==> src/rtl/risc_pkg.sv <==
// Shared RV32I-subset decode types: opcodes, instruction classes,
// immediate formats and decode bundles.
package risc_pkg;

  localparam logic [6:0] OP_LOAD   = 7'b0000011;
  localparam logic [6:0] OP_STORE  = 7'b0100011;
  localparam logic [6:0] OP_IMM    = 7'b0010011;
  localparam logic [6:0] OP_ARITH  = 7'b0110011;
  localparam logic [6:0] OP_BRANCH = 7'b1100011;
  localparam logic [6:0] OP_JALR   = 7'b1100111;
  localparam logic [6:0] OP_JAL    = 7'b1101111;
  localparam logic [6:0] OP_LUI    = 7'b0110111;
  localparam logic [6:0] OP_AUIPC  = 7'b0010111;

  localparam logic [2:0] F3_LW   = 3'b010;
  localparam logic [2:0] F3_SW   = 3'b010;
  localparam logic [2:0] F3_JALR = 3'b000;
  localparam logic [2:0] F3_ADD  = 3'b000;
  localparam logic [2:0] F3_SLL  = 3'b001;
  localparam logic [2:0] F3_SLT  = 3'b010;
  localparam logic [2:0] F3_XOR  = 3'b100;
  localparam logic [2:0] F3_SR   = 3'b101;
  localparam logic [2:0] F3_OR   = 3'b110;
  localparam logic [2:0] F3_AND  = 3'b111;
  localparam logic [2:0] F3_BEQ  = 3'b000;
  localparam logic [2:0] F3_BNE  = 3'b001;
  localparam logic [2:0] F3_BLT  = 3'b100;
  localparam logic [2:0] F3_BGE  = 3'b101;

  typedef enum logic [5:0] {
    IT_RESET, IT_UNKNOWN,
    IT_LW, IT_SW,
    IT_ADDI, IT_SLLI, IT_SLTI, IT_XORI,
    IT_SRLI, IT_SRAI, IT_ORI, IT_ANDI,
    IT_ADD, IT_SUB, IT_SLL, IT_SLT, IT_XOR,
    IT_SRL, IT_SRA, IT_OR, IT_AND,
    IT_BEQ, IT_BNE, IT_BLT, IT_BGE,
    IT_JALR, IT_JAL, IT_LUI, IT_AUIPC
  } instr_type_e;

  typedef enum logic [2:0] {
    IMM_I, IMM_SHAMT, IMM_S, IMM_B,
    IMM_U, IMM_J, IMM_NONE
  } imm_fmt_e;

  typedef struct packed {
    logic reg_write;
    logic mem_read;
    logic mem_write;
    logic branch;
    logic jump;
    logic illegal;
  } dec_ctrl_t;

  typedef struct packed {
    instr_type_e typ;
    logic [4:0]  rd;
    logic [4:0]  rs1;
    logic [4:0]  rs2;
    dec_ctrl_t   ctrl;
  } dec_t;

  function automatic logic writes_rd(
    input instr_type_e t
  );
    return t inside {
      IT_LW, IT_ADDI, IT_SLLI, IT_SLTI,
      IT_XORI, IT_SRLI, IT_SRAI, IT_ORI,
      IT_ANDI, IT_ADD, IT_SUB, IT_SLL,
      IT_SLT, IT_XOR, IT_SRL, IT_SRA,
      IT_OR, IT_AND, IT_JAL, IT_JALR,
      IT_LUI, IT_AUIPC
    };
  endfunction

endpackage

==> src/rtl/id_decoder.sv <==
// Combinational instruction decoder: class, register fields,
// formatted immediate and control flags.
module id_decoder
  import risc_pkg::*;
#(
  parameter int XLEN = 32
) (
  input  logic [31:0]     instr,
  output dec_t            dec,
  output logic [XLEN-1:0] imm
);

  logic [6:0]  opc;
  logic [2:0]  f3;
  logic        alt;
  instr_type_e typ;
  imm_fmt_e    fmt;
  logic [31:0] imm32;

  assign opc = instr[6:0];
  assign f3  = instr[14:12];
  assign alt = instr[30];

  always_comb begin
    typ = IT_UNKNOWN;
    fmt = IMM_NONE;
    unique case (1'b1)
      (opc == OP_LOAD): begin
        if (f3 == F3_LW) begin
          typ = IT_LW;
          fmt = IMM_I;
        end
      end
      (opc == OP_STORE): begin
        if (f3 == F3_SW) begin
          typ = IT_SW;
          fmt = IMM_S;
        end
      end
      (opc == OP_IMM): begin
        fmt = IMM_I;
        case (f3)
          F3_ADD: typ = IT_ADDI;
          F3_SLL: begin
            typ = IT_SLLI;
            fmt = IMM_SHAMT;
          end
          F3_SLT: typ = IT_SLTI;
          F3_XOR: typ = IT_XORI;
          F3_SR: begin
            typ = alt ? IT_SRAI : IT_SRLI;
            fmt = IMM_SHAMT;
          end
          F3_OR:  typ = IT_ORI;
          F3_AND: typ = IT_ANDI;
          default: begin
            typ = IT_UNKNOWN;
            fmt = IMM_NONE;
          end
        endcase
      end
      (opc == OP_ARITH): begin
        case (f3)
          F3_ADD:  typ = alt ? IT_SUB : IT_ADD;
          F3_SLL:  typ = IT_SLL;
          F3_SLT:  typ = IT_SLT;
          F3_XOR:  typ = IT_XOR;
          F3_SR:   typ = alt ? IT_SRA : IT_SRL;
          F3_OR:   typ = IT_OR;
          F3_AND:  typ = IT_AND;
          default: typ = IT_UNKNOWN;
        endcase
      end
      (opc == OP_BRANCH): begin
        fmt = IMM_B;
        case (f3)
          F3_BEQ: typ = IT_BEQ;
          F3_BNE: typ = IT_BNE;
          F3_BLT: typ = IT_BLT;
          F3_BGE: typ = IT_BGE;
          default: begin
            typ = IT_UNKNOWN;
            fmt = IMM_NONE;
          end
        endcase
      end
      (opc == OP_JALR): begin
        if (f3 == F3_JALR) begin
          typ = IT_JALR;
          fmt = IMM_I;
        end
      end
      (opc == OP_JAL): begin
        typ = IT_JAL;
        fmt = IMM_J;
      end
      (opc == OP_LUI): begin
        typ = IT_LUI;
        fmt = IMM_U;
      end
      (opc == OP_AUIPC): begin
        typ = IT_AUIPC;
        fmt = IMM_U;
      end
      default: ;
    endcase
  end

  always_comb begin
    imm32 = '0;
    case (fmt)
      IMM_I:
        imm32 = {{20{instr[31]}}, instr[31:20]};
      IMM_SHAMT:
        imm32 = {27'b0, instr[24:20]};
      IMM_S:
        imm32 = {{20{instr[31]}}, instr[31:25],
                 instr[11:7]};
      IMM_B:
        imm32 = {{19{instr[31]}}, instr[31], instr[7],
                 instr[30:25], instr[11:8], 1'b0};
      IMM_U:
        imm32 = {instr[31:12], 12'b0};
      IMM_J:
        imm32 = {{11{instr[31]}}, instr[31],
                 instr[19:12], instr[20],
                 instr[30:21], 1'b0};
      default: imm32 = '0;
    endcase
  end

  assign imm = XLEN'($signed(imm32));

  always_comb begin
    dec      = '0;
    dec.typ  = typ;
    dec.rd   = instr[11:7];
    dec.rs1  = instr[19:15];
    dec.rs2  = instr[24:20];
    dec.ctrl.illegal   = (typ == IT_UNKNOWN);
    dec.ctrl.reg_write = writes_rd(typ) &&
                         (instr[11:7] != 5'd0);
    dec.ctrl.mem_read  = (typ == IT_LW);
    dec.ctrl.mem_write = (typ == IT_SW);
    dec.ctrl.branch    = typ inside
      {IT_BEQ, IT_BNE, IT_BLT, IT_BGE};
    dec.ctrl.jump      = typ inside {IT_JAL, IT_JALR};
  end

endmodule

==> src/rtl/id_decode_stage.sv <==
// Decode stage: decodes fetched instructions into a two-entry
// skid buffer towards execute; counts illegal instructions.
module id_decode_stage
  import risc_pkg::*;
#(
  parameter int XLEN  = 32,
  parameter int CNT_W = 16
) (
  input  logic             clk,
  input  logic             rst_n,
  input  logic             in_valid,
  output logic             in_ready,
  input  logic [31:0]      in_instr,
  input  logic [XLEN-1:0]  in_pc,
  input  logic             flush,
  output logic             out_valid,
  input  logic             out_ready,
  output logic [5:0]       out_type,
  output logic [XLEN-1:0]  out_pc,
  output logic [4:0]       out_rd,
  output logic [4:0]       out_rs1,
  output logic [4:0]       out_rs2,
  output logic [XLEN-1:0]  out_imm,
  output logic             out_reg_write,
  output logic             out_mem_read,
  output logic             out_mem_write,
  output logic             out_branch,
  output logic             out_jump,
  output logic             out_illegal,
  output logic [CNT_W-1:0] illegal_cnt
);

  dec_t            in_dec;
  logic [XLEN-1:0] in_imm;

  logic            main_v, skid_v;
  dec_t            main_d, skid_d;
  logic [XLEN-1:0] main_pc, skid_pc;
  logic [XLEN-1:0] main_imm, skid_imm;
  logic            accept;

  id_decoder #(.XLEN(XLEN)) u_dec (
    .instr (in_instr),
    .dec   (in_dec),
    .imm   (in_imm)
  );

  assign in_ready = !skid_v;
  assign accept   = in_valid && in_ready;

  // Main loads whenever it is empty or draining; skid only
  // catches an accept while main is stalled.
  always_ff @(posedge clk or negedge rst_n) begin
    if (!rst_n) begin
      main_v   <= 1'b0;
      skid_v   <= 1'b0;
      main_d   <= '0;
      main_pc  <= '0;
      main_imm <= '0;
      skid_d   <= '0;
      skid_pc  <= '0;
      skid_imm <= '0;
    end else if (flush) begin
      main_v <= 1'b0;
      skid_v <= 1'b0;
    end else if (!main_v || out_ready) begin
      if (skid_v) begin
        main_v   <= 1'b1;
        main_d   <= skid_d;
        main_pc  <= skid_pc;
        main_imm <= skid_imm;
        skid_v   <= 1'b0;
      end else begin
        main_v <= accept;
        if (accept) begin
          main_d   <= in_dec;
          main_pc  <= in_pc;
          main_imm <= in_imm;
        end
      end
    end else if (accept) begin
      skid_v   <= 1'b1;
      skid_d   <= in_dec;
      skid_pc  <= in_pc;
      skid_imm <= in_imm;
    end
  end

  always_ff @(posedge clk or negedge rst_n) begin
    if (!rst_n) begin
      illegal_cnt <= '0;
    end else if (accept && !flush &&
                 in_dec.ctrl.illegal &&
                 illegal_cnt != '1) begin
      illegal_cnt <= illegal_cnt + CNT_W'(1);
    end
  end

  assign out_valid     = main_v;
  assign out_type      = main_d.typ;
  assign out_pc        = main_pc;
  assign out_rd        = main_d.rd;
  assign out_rs1       = main_d.rs1;
  assign out_rs2       = main_d.rs2;
  assign out_imm       = main_imm;
  assign out_reg_write = main_d.ctrl.reg_write;
  assign out_mem_read  = main_d.ctrl.mem_read;
  assign out_mem_write = main_d.ctrl.mem_write;
  assign out_branch    = main_d.ctrl.branch;
  assign out_jump      = main_d.ctrl.jump;
  assign out_illegal   = main_d.ctrl.illegal;

endmodule

==> config.mk <==
export PLATFORM = sky130hd
export DESIGN_NAME = id_decode_stage
export DESIGN_NICKNAME = d
export VERILOG_FILES = /design/src/rtl/risc_pkg.sv /design/src/rtl/id_decoder.sv /design/src/rtl/id_decode_stage.sv
export SDC_FILE = /design/constraint.sdc
export NUM_CORES = 1
export LEC_CHECK = 0
export ABC_AREA = 0
export BUFFER_PORTS_ARGS = -buffer_cell sky130_fd_sc_hd__buf_2
export CORE_UTILIZATION = 40
export CTS_CLUSTER_SIZE = 30
export DETAILED_ROUTE_END_ITERATION = 10
export PLACE_DENSITY_LB_ADDON = 0.2
export SLEW_MARGIN = 20
export SYNTH_ARGS = -nofsm -noshare
export SYNTH_HDL_FRONTEND = slang
export SYNTH_SLANG_ARGS = --single-unit
==> constraint.sdc <==
create_clock -name clk -period 2.87 [get_ports clk]
set_input_delay 0.7175 -clock clk [delete_from_list [all_inputs] [get_ports clk]]
set_output_delay 0.7175 -clock clk [all_outputs]
set_load 0.01 [all_outputs]
; ---- Word-level counts from Yosys, hierarchy flattened
; Index checks and enable logic that the tools add are counted.
[totals]
output_inout_bits = 109
register_bits = 200
word_cells = 132
[classes]
bitwise_logic = 2
n_reduce_logical = 24
eq_ne = 49
n_addsub = 1
n_mux = 29
[op_table]
columns = cell, n
row1 = 32-bit case mux with 6 select lines, 1
row2 = 32-bit 2-to-1 mux, 4
row3 = 6-bit case mux with 7 select lines, 2
row4 = 6-bit by 5-bit equality test with 1-bit output (second input constant), 13
row5 = 27-bit 2-to-1 mux, 2
row6 = 6-bit case mux with 9 select lines, 1
row7 = 6-bit by 4-bit equality test with 1-bit output (second input constant), 8
row8 = 6-bit by 3-bit equality test with 1-bit output (second input constant), 4
row9 = 22-bit nonzero test, 1
row10 = 7-bit by 6-bit equality test with 1-bit output (second input constant), 3
row11 = 7-bit equality test (second input constant), 3
row12 = 3-bit case mux with 7 select lines, 1
row13 = 5-bit case mux with 4 select lines, 1
row14 = 3-bit equality test (second input constant), 6
row15 = 16-bit by 1-bit adder with 16-bit output (second input constant), 1
row16 = 16-bit != test (second input constant), 1
row17 = 7-bit by 5-bit equality test with 1-bit output (second input constant), 2
row18 = 6-bit by 2-bit equality test with 1-bit output (second input constant), 2
row19 = 3-bit 2-to-1 mux, 4
row20 = 3-bit by 2-bit equality test with 1-bit output (second input constant), 3
row21 = 1-bit 2-to-1 mux, 8
row22 = 7-bit by 2-bit equality test with 1-bit output (second input constant), 1
row23 = 3-bit by 1-bit equality test with 1-bit output (second input constant), 2
row24 = 6-bit by 1-bit equality test with 1-bit output (second input constant), 1
row25 = other kinds (16), 30

; ---- Logic depth before layout (Yosys ltp)
[depth]
ltp_word = 8
ltp_mapped = 12
depth_no_buf = 8

; ---- Hierarchy
; From an unflattened synthesis, not the netlist that was laid out.
[hier_totals]
cells_unflattened = 877
area_unflattened_um2 = 9696.8
[modules_own_cells]
columns = mod, seq_area_each_um2, instances, area_per_inst_um2, cells_per_inst
row1 = id_decode_stage, 5004.8, 1, 8355.5, 672
row2 = id_decoder, 0.0, 1, 1341.3, 205

; ---- Worst setup path before layout
; No wires, ideal clock.
[synth_path]
path_type = input port to flip-flop
start = in in_instr[5]
end = reg illegal_cnt[7]
required_time_ns = 2.743
path_slack_ns = 0.322
stages = 12
arrival_time_ns = 2.421
setup_ns = 0.127
path_buffers = 4
cell_sequence = buf_2 buf_2 nor2_2 o21a_1 o21ai_1 a211o_1 nand4_1 and4_4 buf_6 buf_8 nand4_1 xnor2_1
[synth_between]
elab_chain_cells = 5
elab_cells_between_ends = 13
[synth_lines]
columns = element, line_no
row1 = "start, declared", id_decode_stage.sv:13  ; input logic [31:0] in_instr,
row2 = "7-bit by 5-bit equality test with 1-bit output, or another cell as far along", id_decoder.sv:101  ; (opc == OP_AUIPC): begin
row3 = 6-bit case mux with 9 select lines *, id_decoder.sv:27  ; unique case (1'b1)
row4 = 6-bit by 1-bit equality test with 1-bit output *, id_decoder.sv:140  ; dec.ctrl.illegal = (typ == IT_UNKNOWN);
row5 = 1-bit logical AND *, id_decode_stage.sv:92  ; end else if (accept && !flush &&
row6 = 1-bit logical AND *, id_decode_stage.sv:93  ; in_dec.ctrl.illegal &&
row7 = "end signal, assigned", id_decode_stage.sv:95  ; illegal_cnt <= illegal_cnt + CNT_W'(1);
row8 = "end, declared", id_decode_stage.sv:30  ; output logic [CNT_W-1:0] illegal_cnt
; Every way passes the cells marked *; elsewhere a longest branch is shown, timed or not.
; A chain may end at the register's enable or synchronous reset.

; ---- Worst setup path after layout
[layout_path]
start = in in_instr[13]
end = reg skid_imm[22]
[layout_between]
elab_chain_cells = 6
elab_cells_between_ends = 23
[layout_lines]
columns = element, line_no
row1 = "3-bit equality test, or another cell as far along", id_decoder.sv:42  ; case (f3)
row2 = "5-bit OR reduction (no source line), or another cell as far along", -
row3 = 3-bit case mux with 2 select lines or 3-bit 2-to-1 mux (tied branches), "id_decoder.sv:42, id_decoder.sv:76"
row4 = 3-bit case mux with 7 select lines *, id_decoder.sv:27
row5 = "3-bit equality test, or another cell as far along", id_decoder.sv:111  ; case (fmt)
row6 = 32-bit case mux with 6 select lines *, id_decoder.sv:111
row7 = "end signal, assigned", id_decode_stage.sv:85  ; skid_imm <= in_imm;
row8 = "end, declared", id_decode_stage.sv:39  ; logic [XLEN-1:0] main_imm, skid_imm;
; Marked as above.

==> summary.md <==
• **status** finished clean
• **Post-Syn Instances** 995
• **Leakage Power** 5.473 nW
• **number of cells in the finished layout apart from fillers** 1489
• **global-route congestion overflow total** 0
• **arrival time at the worst endpoint** 2.88 ns
• **Tmin final** 2.521 ns
• **height of the chip** 154.9 um
• **floorplan core area** 22780 um2
• **routed wl met2** 11950 um
• **Mapped Avg Cell Area** 9.400 um2
• **Max Root-Sink Buffers** 2
• **quantity of hold-fixing buffers added after cts** 0
• **Synth Flop Type** dfrtp_1
• **routed wire length** 25120 um
• **count of placed standard cells including taps** 1457
• **drt drc** 0
• **post-synth top area cell** dfrtp_1
• **synth top area cells** dfrtp_1 53%, nand2_1 11%, mux2i_1 5.5%
• **drt wl/cell** 16.87 um
• **CTS buffer count** 17
• **worst hold path class** in -> async
• **async set-or-reset flop fraction in the synthesized netlist** 1.000
• **Net Count, Synth** 1065
• **minimum hold slack** 0.2535 ns
• **Die X** 154.9 um
• **initial DRC count** 335
• **top routing layer used** met5
• **worst skew pair latency** 0.44 ns
• **Final Max Slew Viols** 0
• **number of top-level pins** 178
• **number of fill cells** 2189
• **Post-synth EDFFs** 0
• **post-synth design cell area** 9353 um2
• **number of register bits inferred by synthesis** 198
• **setup tns final** 0 ns
• **diode count** 0
• **area overhead of the layout relative to synthesis** 21.40%
• **number of levels the H-tree was split into** 4
• **startpoint kind of the worst setup timing path** input pin
• **Worst setup EP type** flip-flop
• **number of hold violations in the final report** 0
• **distinct cell type count of the synthesized netlist** 79
• **final setup skew** 0.01004 ns
• **starting density of the core** 0.4106
• **count of maximum capacitance violations** 0
• **die outline area** 24000 um2
• **leading cell type by number of instances after synthesis** nand2_1
• **portion of synthesized cell area occupied by the leading cell type** 0.5298
• **setup repair after global routing missed its margin** no
• **M1 WL** 11700 um
• **fraction of layout cells with a size suffix above 1** 0.2534
• **count of TritonRoute iterations in the first routing pass** 5
• **top fanout value on the critical path** 12
• **antenna violations before repair** 1
• **vias per cell** 5.148
• **CTS tree** done
• **worst path required time** 3.23 ns
• **pwr/cell area** 617.4 nW/um2
• **highest clock rate** 396.7 MHz
• **sequential cell area** 4959 um2
• **IO Port Bufs** 176
• **sinks on the clock net** 198
• **All-Layer GR Usage** 0.2170
• **Register-to-Register Setup Slack** 0.58 ns
• **actual slew at the worst max-slew pin** 0.7175 ns
• **buffers inserted during post-CTS setup optimization** 0
• **Peak VDD IR** 0.0004078 V
• **critical path type** in -> reg
• **clk slew on worst S/H paths** 0.08 ns
• **total of cells resized after clock tree synthesis** 0
• **largest net degree at the start of global routing** 77
• **number of placement rows** 55
• **synth cell count leaders** 278 x nand2_1, 198 x dfrtp_1, 93 x o21ai_0
• **routed length on met3** 1288 um
• **Final Wtd Congestion** 0.8673
• **remaining antenna violation count after routing** 0
• **via count of the first global-routing pass** 7466
• **Warnings, synthesis** 0
• **Max transition margin** 0.5199
• **# nets final** 1233
• **hpwl dp** 17230 um
• **final worst-path cycle share** 0.8784
• **count of endpoints failing setup in the final report** 0
• **first-pass GRT wire length** 40840 um
• **area of the multi-input gates** 4091 um2
• **clock root buffer** clkbuf_16
• **total via count after detailed routing** 7665
• **sequential element share of the synthesized area** 0.5298
path summary, 6_finish.rpt:
check / from / endpoint / cells past startpoint
max: in_instr[13] / skid_imm[22]$_DFFE_PN0P_ / 9
min: rst_n / skid_imm[19]$_DFFE_PN0P_ / 1
max reg2reg: illegal_cnt[2]$_DFFE_PN0P_ / illegal_cnt[1]$_DFFE_PN0P_ / 7
min reg2reg: skid_imm[5]$_DFFE_PN0P_ / skid_imm[5]$_DFFE_PN0P_ / 2
max in group asynchronous: rst_n / out_imm[23]$_DFFE_PN0P_ / 2
min in group clk: skid_imm[5]$_DFFE_PN0P_ / skid_imm[5]$_DFFE_PN0P_ / 2
report_power, final:
part           leakage [nW]  internal [W]  switching (W)  total [W]
logic                  2.63      0.000470       0.000662    0.00113
clock network         0.291       0.00124        0.00118    0.00242
registers              2.55       0.00320       0.000258    0.00346
total                  5.47       0.00491        0.00210    0.00701
worst max-delay path: stages:
cell	delay, ns
buf_2	0.18
or3b_4	0.43
and4b_4	0.21
nor4_4	0.30
o21a_2	0.21
a21o_4	0.12
and2_4	0.27
nand2_1	0.28
nand2_1	0.14
stage by stage:
step | util | instance area (um2) | total power, W | worst slack (ns)
after global routing | 0.4985 | 11350 | 0.007378 | 0.2523
after detailed placement | 0.4729 | 10770 | 0.004661 | -0.06164
after floorplan | - | 9353 | 0.004097 | 0.3217
after global placement | 0.4729 | 10770 | 0.004628 | -0.1029
after CTS | 0.4985 | 11350 | 0.007086 | 0.3778
final | 0.4985 | 11350 | 0.007011 | 0.3490
flip-flops by register name, indices dropped and copies added (netlist names), 5 cells and up:
signal and flops:
skid_imm 32, out_rd 5, out_rs2 5, illegal_cnt 16, out_type 5, skid_pc 32
out_imm 32, out_rs1 5, skid_d 26, out_pc 32
area by class of cell:
cell class | count | share of cell area
clock buffers | 17 | 0.03747
clock inverters | 15 | 0.01388
repair buffers | 220 | 0.1152
multi-input cells | 720 | 0.3603
flip-flops and latches | 198 | 0.4367
well taps | 313 | 0.03449
inverters | 6 | 0.001983
layer usage:
layer,vias to the layer above,track usage
met5,-,0
met4,2,0.04243
met3,16,0.04986
met2,186,0.3511
met1,3715,0.2987
li1,3746,-
logic make-up (layout without fill, tap and decap cells):
kind of cell	count (synthesis)	count (layout)	synth area share
simple gates	428	428	0.2159
compound gates	221	221	0.1435
flops	198	198	0.5298
buf+inv	77	258	0.03719
mux	52	52	0.05579
xor+xnor	16	16	0.01498
fa+ha+maj	2	2	0.002408
other cells	1	1	0.0004010
cells in the final DEF, fill, tap and decap left out, types with 3 or more instances in the layout:
| cell type | synthesis | layout |
|---|---|---|
| nand2_1 | 278 | 278 |
| dfrtp_1 | 198 | 197 |
| buf_2 | 11 | 175 |
| o21ai_0 | 93 | 93 |
| mux2i_1 | 51 | 51 |
| a21oi_1 | 47 | 47 |
| buf_4 | 3 | 37 |
| nor2_1 | 31 | 30 |
| o21ai_1 | 24 | 24 |
| nand3_1 | 20 | 19 |
| and3_1 | 18 | 18 |
| clkbuf_16 | 0 | 17 |
| a22oi_1 | 16 | 16 |
| xnor2_1 | 15 | 15 |
| nand4_1 | 11 | 11 |
| or3_1 | 11 | 10 |
| a211oi_2 | 10 | 10 |
| inv_6 | 0 | 8 |
| nand2b_1 | 7 | 7 |
| buf_12 | 0 | 7 |
| inv_1 | 5 | 5 |
| nor2b_1 | 5 | 5 |
| nor3_1 | 6 | 4 |
| nand3_2 | 4 | 4 |
| a21o_1 | 3 | 3 |
| o211ai_1 | 3 | 3 |
| and4_1 | 3 | 3 |
| a211o_1 | 3 | 3 |
| nor4_1 | 4 | 3 |
| a211oi_1 | 3 | 3 |
Note: power is estimated with default switching activity, not from simulation.
